==> config.mk <==
export PLATFORM = sky130hd
export DESIGN_NAME = zoom_address_generator
export DESIGN_NICKNAME = d
export VERILOG_FILES = /design/src/rtl/zoom_address_generator.sv
export SDC_FILE = /design/constraint.sdc
export NUM_CORES = 1
export LEC_CHECK = 0
export ABC_AREA = 1
export CAP_MARGIN = 20
export CORE_ASPECT_RATIO = 1.2
export CORE_UTILIZATION = 40
export CTS_CLUSTER_SIZE = 12
export DETAILED_ROUTE_END_ITERATION = 16
export SLEW_MARGIN = 20
export SYNTH_ARGS = -nofsm -noshare
export SYNTH_HDL_FRONTEND = slang
export SYNTH_SLANG_ARGS = --single-unit
==> constraint.sdc <==
create_clock -name CLK -period 5.75 [get_ports CLK]
set_input_delay 0.575 -clock CLK [delete_from_list [all_inputs] [get_ports CLK]]
set_output_delay 0.575 -clock CLK [all_outputs]
set_load 0.1 [all_outputs]
==> src/rtl/zoom_address_generator.sv <==
// Zoom address generator: walks the output frame, fetches source pixels (NN/PR/DC
// single fetch, BA 2x2 average) and writes one destination pixel per output position.
module zoom_address_generator #(
    parameter int IMG_WIDTH_IN  = 160,
    parameter int IMG_HEIGHT_IN = 120,
    parameter int DATA_W        = 8
) (
    input  logic              CLK,
    input  logic              RESET_N,
    input  logic              START,
    input  logic [1:0]        ALGORITHM,
    input  logic [1:0]        SHIFT_FACTOR,
    input  logic [10:0]       IMG_WIDTH_OUT,
    input  logic [9:0]        IMG_HEIGHT_OUT,
    input  logic [DATA_W-1:0] RD_DATA,
    output logic              RD_EN,
    output logic [14:0]       RD_ADDR,
    output logic              WR_EN,
    output logic [20:0]       WR_ADDR,
    output logic [DATA_W-1:0] WR_DATA,
    output logic              BUSY,
    output logic              DONE
);

    localparam logic [2:0] S_IDLE    = 3'd0;
    localparam logic [2:0] S_READ    = 3'd1;
    localparam logic [2:0] S_CAPTURE = 3'd2;
    localparam logic [2:0] S_WRITE   = 3'd3;
    localparam logic [2:0] S_FINISH  = 3'd4;

    localparam logic [1:0]  ALG_DC     = 2'b10;
    localparam logic [1:0]  ALG_BA     = 2'b11;
    localparam logic [31:0] W_IN       = 32'(IMG_WIDTH_IN);
    localparam logic [31:0] SRC_PIXELS = 32'(IMG_WIDTH_IN * IMG_HEIGHT_IN);

    logic [2:0]        r_state;
    logic [1:0]        r_alg;
    logic [1:0]        r_shift;
    logic [10:0]       r_width;
    logic [9:0]        r_height;
    logic [10:0]       r_x;
    logic [9:0]        r_y;
    logic [1:0]        r_k;
    logic [DATA_W+1:0] r_acc;
    logic [20:0]       r_wr_cnt;
    logic [14:0]       r_rd_addr;
    logic [DATA_W-1:0] r_wr_data;

    logic              w_x_last;
    logic              w_y_last;
    logic [10:0]       w_x_next;
    logic [9:0]        w_y_next;
    logic [DATA_W+1:0] w_acc_sum;
    logic              w_is_ba;

    // Full 32-bit arithmetic; addresses past the source frame saturate to its last pixel.
    function automatic logic [31:0] src_addr(input logic [1:0] alg, input logic [1:0] s,
                                             input logic [10:0] x, input logic [9:0] y,
                                             input logic [1:0] k);
        logic [31:0] xx;
        logic [31:0] yy;
        logic [31:0] a;
        xx = {21'd0, x};
        yy = {22'd0, y};
        case (alg)
            ALG_DC:  a = (yy << s) * W_IN + (xx << s);
            ALG_BA:  a = (yy << 1) * W_IN + (xx << 1) + (k[1] ? W_IN : 32'd0) + {31'd0, k[0]};
            default: a = (yy >> s) * W_IN + (xx >> s);
        endcase
        if (a >= SRC_PIXELS) begin
            a = SRC_PIXELS - 32'd1;
        end
        return a;
    endfunction

    assign w_x_last  = (r_x == r_width - 11'd1);
    assign w_y_last  = (r_y == r_height - 10'd1);
    assign w_x_next  = w_x_last ? 11'd0 : r_x + 11'd1;
    assign w_y_next  = w_x_last ? r_y + 10'd1 : r_y;
    assign w_acc_sum = r_acc + {2'b00, RD_DATA};
    assign w_is_ba   = (r_alg == ALG_BA);

    always_ff @(posedge CLK) begin
        if (!RESET_N) begin
            r_state   <= S_IDLE;
            r_alg     <= 2'd0;
            r_shift   <= 2'd0;
            r_width   <= 11'd0;
            r_height  <= 10'd0;
            r_x       <= 11'd0;
            r_y       <= 10'd0;
            r_k       <= 2'd0;
            r_acc     <= '0;
            r_wr_cnt  <= 21'd0;
            r_rd_addr <= 15'd0;
            r_wr_data <= '0;
        end else begin
            case (r_state)
                S_IDLE: begin
                    if (START) begin
                        r_alg    <= ALGORITHM;
                        r_shift  <= SHIFT_FACTOR;
                        r_width  <= IMG_WIDTH_OUT;
                        r_height <= IMG_HEIGHT_OUT;
                        r_x      <= 11'd0;
                        r_y      <= 10'd0;
                        r_k      <= 2'd0;
                        r_acc    <= '0;
                        r_wr_cnt <= 21'd0;
                        if (IMG_WIDTH_OUT == 11'd0 || IMG_HEIGHT_OUT == 10'd0) begin
                            r_state <= S_FINISH;
                        end else begin
                            r_rd_addr <= 15'(src_addr(ALGORITHM, SHIFT_FACTOR, 11'd0, 10'd0, 2'd0));
                            r_state   <= S_READ;
                        end
                    end
                end
                S_READ: begin
                    r_state <= S_CAPTURE;
                end
                S_CAPTURE: begin
                    r_acc <= w_acc_sum;
                    if (w_is_ba && r_k != 2'd3) begin
                        r_k       <= r_k + 2'd1;
                        r_rd_addr <= 15'(src_addr(r_alg, r_shift, r_x, r_y, r_k + 2'd1));
                        r_state   <= S_READ;
                    end else begin
                        r_wr_data <= w_is_ba ? w_acc_sum[DATA_W+1:2] : RD_DATA;
                        r_state   <= S_WRITE;
                    end
                end
                S_WRITE: begin
                    r_wr_cnt <= r_wr_cnt + 21'd1;
                    r_acc    <= '0;
                    r_k      <= 2'd0;
                    r_x      <= w_x_next;
                    r_y      <= w_y_next;
                    if (w_x_last && w_y_last) begin
                        r_state <= S_FINISH;
                    end else begin
                        r_rd_addr <= 15'(src_addr(r_alg, r_shift, w_x_next, w_y_next, 2'd0));
                        r_state   <= S_READ;
                    end
                end
                S_FINISH: begin
                    r_state <= S_IDLE;
                end
                default: begin
                    r_state <= S_IDLE;
                end
            endcase
        end
    end

    assign RD_EN   = (r_state == S_READ);
    assign WR_EN   = (r_state == S_WRITE);
    assign BUSY    = (r_state != S_IDLE);
    assign DONE    = (r_state == S_FINISH);
    assign RD_ADDR = r_rd_addr;
    assign WR_ADDR = r_wr_cnt;
    assign WR_DATA = r_wr_data;

endmodule

==> results of run 1 <==
[layout make-up]
class,count,share of cell area
clock buffers,9,0.0137
flip-flops and latches,105,0.129
inverters,266,0.0611
repair buffers,221,0.117
clock inverters,7,0.00443
well taps,450,0.0343
multi-input cells,1697,0.641
[cell usage in the layout (no fill, tap or decap), types with 11 or more instances in the layout]
cell type,Yosys,layout
ha_1,170,162
nand3_2,7,15
nand4_1,36,36
xnor2_1,24,23
nor3_1,21,19
nor4_1,12,12
fa_1,13,11
inv_1,256,248
xor2_1,78,74
nor2_1,182,167
nand2_2,16,28
nand2_1,498,483
clkdlybuf4s50_1,0,82
or2_2,14,13
o21ai_2,0,13
nor2_2,10,21
a21oi_2,6,19
dfxtp_1,105,98
o21ai_0,175,156
buf_4,1,135
inv_2,7,13
a21oi_1,210,196
nand3_1,102,94
a31oi_1,15,12
[how the worst max path moves through the flow]
stage / from / end
global placement: r_width[1]$_SDFFE_PN0P_ / RD_ADDR[14]$_SDFFE_PN0P_
detailed placement: r_width[0]$_SDFFE_PN0P_ / RD_ADDR[14]$_SDFFE_PN0P_
floorplan: r_width[0]$_SDFFE_PN0P_ / RD_ADDR[5]$_SDFFE_PN0P_
CTS: r_width[1]$_SDFFE_PN0P_ / RD_ADDR[14]$_SDFFE_PN0P_
global route: r_width[1]$_SDFFE_PN0P_ / RD_ADDR[14]$_SDFFE_PN0P_
finish: r_width[1]$_SDFFE_PN0P_ / RD_ADDR[2]$_SDFFE_PN0P_
[cells in the mapped netlist (6+ instances only)]
cell and count:
nand2_1 498, inv_1 256, a21oi_1 210, nor2_1 182, o21ai_0 175, ha_1 170
dfxtp_1 105, nand3_1 102, xor2_1 78, clkbuf_1 62, nand4_1 36, xnor2_1 24
nor3_1 21, nand2_2 16, a31oi_1 15, or2_2 14, buf_1 13, fa_1 13
nor4_1 12, nor2_2 10, o21bai_1 10, o211ai_1 9, o22ai_1 9, a221oi_1 7
buf_2 7, inv_2 7, nand3_2 7, o21a_1 7, o221ai_1 7, a211oi_1 6
a21oi_2 6, a22oi_1 6
[worst max-delay path, delay by kind of cell (launching register included)]
| family | cells | cell delay, ns |
|---|---|---|
| xor gates and xnor gates | 2 | 0.38 |
| and+or+nand+nor | 20 | 2.04 |
| DFF | 1 | 0.35 |
| buffers and inverters | 6 | 0.53 |
| AOI/OAI and AO/OA | 5 | 0.72 |
| adders and majority gates | 5 | 1.51 |
[report_power, final]
part           switching [mW]  internal (mW)  leakage, nW
sequential             0.0423          0.777        0.858
clock                   0.344          0.307        0.146
combinational           0.851          0.433         6.76
total                    1.24           1.52         7.76
[flip-flops by register name, indices dropped and copies added, names as in the netlist, 3 cells and up]
name	flops
r_height	10
r_acc	10
RD_ADDR	15
WR_ADDR	21
r_y	10
WR_DATA	8
r_x	11
r_state	3
r_width	11
[cell families after synthesis]
| logic type | after synthesis | share of synthesized area |
|---|---|---|
| adder cells (fa/ha/maj) | 183 | 0.177 |
| multiplexers | 2 | 0.00148 |
| XOR/XNOR | 103 | 0.0675 |
| AO/OA/AOI/OAI | 486 | 0.200 |
| AND/OR/NAND/NOR | 921 | 0.298 |
| flip-flops | 105 | 0.156 |
| buffers and inverters | 351 | 0.0998 |
[through the flow]
step / std cells / setup slack, ns / setup TNS [ns]
floorplan: 2151 / 0.0666 / 0
finish: 2755 / 0.0787 / 0
CTS: 2744 / 0.0126 / 0
global route: 2755 / -0.331 / -4.58
detailed placement: 2726 / -0.189 / -2.40
global placement: 2725 / -0.136 / -1.74
[routing by layer]
metal | up-vias | GRT usage
li1 | 7462 | -
met1 | 6707 | 0.305
met2 | 356 | 0.464
met3 | 89 | 0.0265
met4 | 0 | 0.124
met5 | - | 0
[timing repair]
action / 4_1_cts / 5_1_grt
setup endpoints to repair: 15 / 15
endpoints found under the hold margin: 0 / 0
cloned: 1 / 2
buffers inserted: 1 / 9
pin swaps: 10 / 67
gates resized for setup: 29 / 101
==> flow_summary_export.csv, run 1 <==
group,metric,value,unit
run_status,status,"finished clean",
layout,antenna_cells,0,
clock_network,cts_tree,"done",
synth,synth_top_area_cell,"ha_1",
worst_setup_path,r2r_slack,0.08,ns
route,vias_per_cell,5.30,
worst_setup_path,slowest_delay,0.47,ns
worst_setup_path,rr_endpoint,"RD_ADDR[2]$_SDFFE_PN0P_",
placed_design,hpwlAfterDp,34700,um
global_route,grt_antenna_before_repair,0,
sta,rsz0062_at_grt,"yes",
worst_hold_path,hold_depth,2,
floorplanning,dieArea,0.0344,sq mm
floorplanning,die_h,203,um
synth,netlist.area_leader.share,0.158,
route,route.detailed.drc,0,
sta,finalHoldViolCount,0,
power,ir_drop,158,uV
clock_network,hold_buffers,0,
synth,synth-edff-count,0,
placed_design,gp_congestion,0.900,
synth,seq_area_frac_synth,0.156,
floorplanning,num_rows,73,
route,drtAntennaViolNets,0,
route,wire_per_inst,16.0,um
worst_hold_path,hold_end,"WR_DATA[4]$_SDFFE_PN0P_",
worst_setup_path,crit_path_top_delay_cell,"fa_2",
global_route,grt_max_degree,62,
global_route,overflow,0,
layout,fill_cells,3385,
floorplanning,ioPinCount,84,
worst_setup_path,start_kind,"flop",
synth,netlist_area,0.0135,sq mm
clock_network,cts_buffers,9,
clock_network,htreeDepth,3,
layout,drive_above_1_share,0.145,
clock_network,clk_latency,0.39,ns
worst_setup_path,critPathRequiredTime,6.03,ns
sta,holdWs,0.474,ns
layout,regArea,0.00211,sq mm
layout,fin_nets,2519,
worst_setup_path,cp-end-kind,"flop",
floorplanning,dieWidth,170,um
worst_hold_path,min_path_type,"reg2reg",
floorplanning,start_util,0.407,
global_route,grt_usage,0.259,
synth,synth_nets,2370,
placed_design,placed_area,0.0155,sq mm
route,dr_wl_met2,21700,um
worst_setup_path,reg2reg_from,"r_width[1]$_SDFFE_PN0P_",
sta,fmax,0.176,GHz
sta,setup_viol,0,
route,first_pass_iters,6,
sta,clock_skew,0.0154,ns
synth,synth_cell_types,58,
route,top_layer,"met4",
synth,synthFlopType,"dfxtp_1",
sta,finalCritPeriodShare,0.986,
worst_setup_path,r2r_cells,38,
clock_network,clk_pin_slew_worst_paths,0.09,ns
layout,multi_input_area,0.0105,sq mm
sta,tightest_slew,1.02,ns
power,p_per_area,168,mW/mm^2
sta,drv_slew,0,
worst_setup_path,arrival,5.95,ns
power,p_total,2.75,mW
placed_design,portBuffers,83,
route,met1_length,18800,um
synth,synth_cells,2151,
floorplanning,core-area,0.0332,sq mm
layout,areaGrowthSynthToFinish,21.6,%
sta,fin_crit,5.67,ns
route,routed_wl,44200,um
route,met3WireLength,1710,um
flow_run,max_cap_violations,0,
route,vias,14600,
worst_hold_path,min_from,"WR_DATA[4]$_SDFFE_PN0P_",
global_route,grt_pass1_wl,70900,um
worst_setup_path,cp_common_cell,"nand2_1",
power,leakage,7.76,nW
clock_network,clockBufferDepth,2,
layout,fin_area,0.0164,sq mm
synth,synth.avg_cell_area,6.27,sq um
synth,synth.area.top_cells,"ha_1 16%, dfxtp_1 16%, nand2_1 14%",
worst_setup_path,crit_path_max_fanout,7,
synth,synth_seq_cells,105,
synth,async_flop_share,0,
layout,final_util,0.494,
worst_setup_path,crit_type,"reg2reg",
sta,slew_headroom,0.316,
clock_network,cts_root_buf,"clkbuf_16",
route,drt_iter0_markers,843,
global_route,grt_pass1_vias,14200,
synth,ys_warn_count,0,
clock_network,cts.sinks,105,
(Power assumes the default switching activity.)
==> run 2: changes to the inputs <==
--- a/config.mk
+++ b/config.mk
@@ -5,7 +5,7 @@
 export SDC_FILE = /design/constraint.sdc
 export NUM_CORES = 1
 export LEC_CHECK = 0
-export ABC_AREA = 1
+export ABC_AREA = 0
 export CAP_MARGIN = 20
 export CORE_ASPECT_RATIO = 1.2
 export CORE_UTILIZATION = 40
==> flow_summary_export.csv, run 2 <==
group,metric,value,unit
power,p_per_area,127,mW/mm^2
floorplanning,dieArea,0.0375,sq mm
route,drtAntennaViolNets,0,
floorplanning,core-area,0.0360,sq mm
clock_network,clk_pin_slew_worst_paths,0.08,ns
synth,seq_area_frac_synth,0.143,
sta,fin_crit,6.37,ns
synth,synth_most_common_cell,"nor2_1",
route,routed_wl,51800,um
layout,areaGrowthSynthToFinish,30.0,%
sta,drv_slew,0,
synth,synth.area.top_cells,"ha_1 14%, dfxtp_1 14%, nor2_1 5.4%",
route,route.detailed.drc,0,
floorplanning,start_util,0.407,
worst_setup_path,start_kind,"flop",
clock_network,cts_buffers,9,
synth,netlist.area_leader.share,0.145,
sta,finalCritPeriodShare,1.11,
route,vias_per_cell,5.95,
clock_network,cts_root_buf,"clkbuf_16",
layout,fin_nets,2445,
sta,slew_headroom,0.293,
sta,fin_ws,-0.616,ns
global_route,grt_max_degree,88,
global_route,grt_usage,0.277,
route,wire_per_inst,19.2,um
layout,largest_register_ffs,21,
route,first_pass_iters,5,
run_status,status,"finished with violations",
floorplanning,num_rows,76,
worst_setup_path,cp-end-kind,"flop",
floorplanning,ioPinCount,84,
route,vias,16000,
synth,synth_top_area_cell,"ha_1",
route,drt_iter0_markers,921,
synth,synth-edff-count,0,
clock_network,cts.sinks,105,
global_route,grt_pass1_vias,15600,
run_status,violations,"negative setup slack",
flow_run,max_cap_violations,0,
clock_network,htreeDepth,3,
sta,clock_skew,0.0145,ns
synth,synthFlopType,"dfxtp_1",
worst_setup_path,crit_type,"reg2reg",
worst_setup_path,critPathRequiredTime,6.05,ns
layout,final_cell_mix,"273 x buf_4, 204 x nor2_1, 163 x nand2_1, 150 x ha_1, 137 x a21oi_1",
clock_network,cts_tree,"done",
worst_hold_path,min_path_type,"reg2reg",
layout,antenna_cells,0,
placed_design,gp_congestion,0.923,
sta,fmax,0.157,GHz
power,ir_drop,156,uV
placed_design,portBuffers,83,
worst_setup_path,arrival,6.67,ns
synth,synth_commonest_cells,"210 x nor2_1, 170 x ha_1, 166 x nand2_1",
power,leakage,8.24,nW
clock_network,hold_buffers,0,
global_route,overflow,0,
layout,fin_area,0.0191,sq mm
clock_network,clockBufferDepth,2,
synth,synth_nets,2183,
sta,tightest_slew,1.06,ns
layout,layout_commonest_cell,"buf_4",
synth,synth_seq_cells,105,
floorplanning,dieWidth,177,um
synth,synth.avg_cell_area,7.48,sq um
global_route,grt_pass1_wl,82700,um
sta,setup_viol,15,
worst_setup_path,crit_path_max_fanout,7,
synth,synth_cells,1964,
sta,rsz0062_at_grt,"yes",
sta,holdWs,0.484,ns
synth,ys_warn_count,0,
sta,finalHoldViolCount,0,
placed_design,hpwlAfterDp,40800,um
synth,synth_cell_types,85,
global_route,grt_antenna_before_repair,0,
placed_design,placed_area,0.0180,sq mm
floorplanning,die_h,212,um
synth,async_flop_share,0,
layout,drive_above_1_share,0.216,
clock_network,clk_latency,0.37,ns
synth,netlist_area,0.0147,sq mm
==> run 2: cell count changes in the layout (fill, tap and decap cells not counted), sizes merged, moves of 36 or more <==
| cell | delta |
|---|---|
| a211oi | +36 |
| buf | +147 |
| a21oi | -73 |
| xnor2 | +38 |
| inv | -203 |
| mux2i | +57 |
| nand3 | -56 |
| nand2 | -354 |
==> run 2: stage by stage <==
step | power [mW] | setup TNS [ns] | worst slack (ns) | utilization | instances
finish | 2.43 | -7.64 | -0.616 | 0.530 | 2699
detailed placement | 1.73 | -14.38 | -1.05 | 0.500 | 2664
floorplan | 1.42 | -5.77 | -0.435 | - | 1964
global placement | 1.72 | -12.95 | -0.922 | 0.500 | 2664
global route | 2.55 | -11.74 | -0.911 | 0.530 | 2699
CTS | 2.41 | -7.38 | -0.544 | 0.520 | 2689
==> run 2: kinds of logic (layout without fill, tap and decap cells) <==
family,after synthesis,count (layout),synth area share
compound gates,635,635,0.286
xor+xnor,106,106,0.0632
fa+ha+maj,183,183,0.163
buf+inv,178,445,0.0465
flops,105,105,0.143
mux,83,83,0.0747
simple gates,674,674,0.224
==> run 2: layer usage <==
layer,up-vias,share of wire,track usage,wire (um)
met1,7578,0.42,0.342,21600
met5,-,0,0,0
met2,475,0.48,0.477,24600
li1,7898,-,-,-
met4,0,0.057,0.147,2930
met3,96,0.050,0.0210,2610
==> run 2: cell type report <==
class / instances / area, sq um
inverter: 61 / 229
timing repair buffer: 368 / 3030
tap: 468 / 586
clock buffer: 9 / 225
clock inverter: 7 / 91.3
multi-input combinational: 1681 / 12800
fill: 3441 / 16900
sequential: 105 / 2120
==> run 2: final timing paths <==
path                                          startpoint                        to  slack (ns)  cells after the start
worst max register to register   r_width[2]$_SDFFE_PN0P_   RD_ADDR[8]$_SDFFE_PN0P_       -0.62                     23
worst min-delay path            r_height[9]$_SDFFE_PN0P_  r_height[9]$_SDFFE_PN0P_        0.48                      2
worst min register to register  r_height[9]$_SDFFE_PN0P_  r_height[9]$_SDFFE_PN0P_        0.48                      2
worst max-delay path             r_width[2]$_SDFFE_PN0P_   RD_ADDR[8]$_SDFFE_PN0P_       -0.62                     23
==> run 2: worst max-delay path, stage by stage, from the launching register on <==
cell	delay, ns
dfxtp_4	0.36
or4_4	0.58
nor4b_4	0.30
a2bb2oi_2	0.10
a211o_1	0.32
nor2_4	0.18
nand4_1	0.12
buf_6	0.17
xnor2_4	0.16
mux4_2	0.53
ha_4	0.26
fa_2	0.37
xor2_1	0.16
ha_1	0.34
nand3_2	0.13
nor2_4	0.18
nand2_2	0.08
o211ai_1	0.30
a31oi_1	0.15
xor2_1	0.27
a221oi_2	0.12
o31a_1	0.42
or4_1	0.51
a31oi_1	0.18
==> run 2: timing repair <==
action,4_1_cts,5_1_grt
setup endpoints to repair,15,15
pin swaps,28,24
cloned,0,0
setup buffers,10,10
gates resized for setup,68,50
==> run 2: report_power, final <==
| part | switching (mW) | internal, mW | leakage [nW] |
|---|---|---|---|
| registers | 0.0373 | 0.760 | 0.856 |
| logic | 0.607 | 0.377 | 7.23 |
| clock network | 0.332 | 0.314 | 0.152 |
| total | 0.976 | 1.45 | 8.24 |
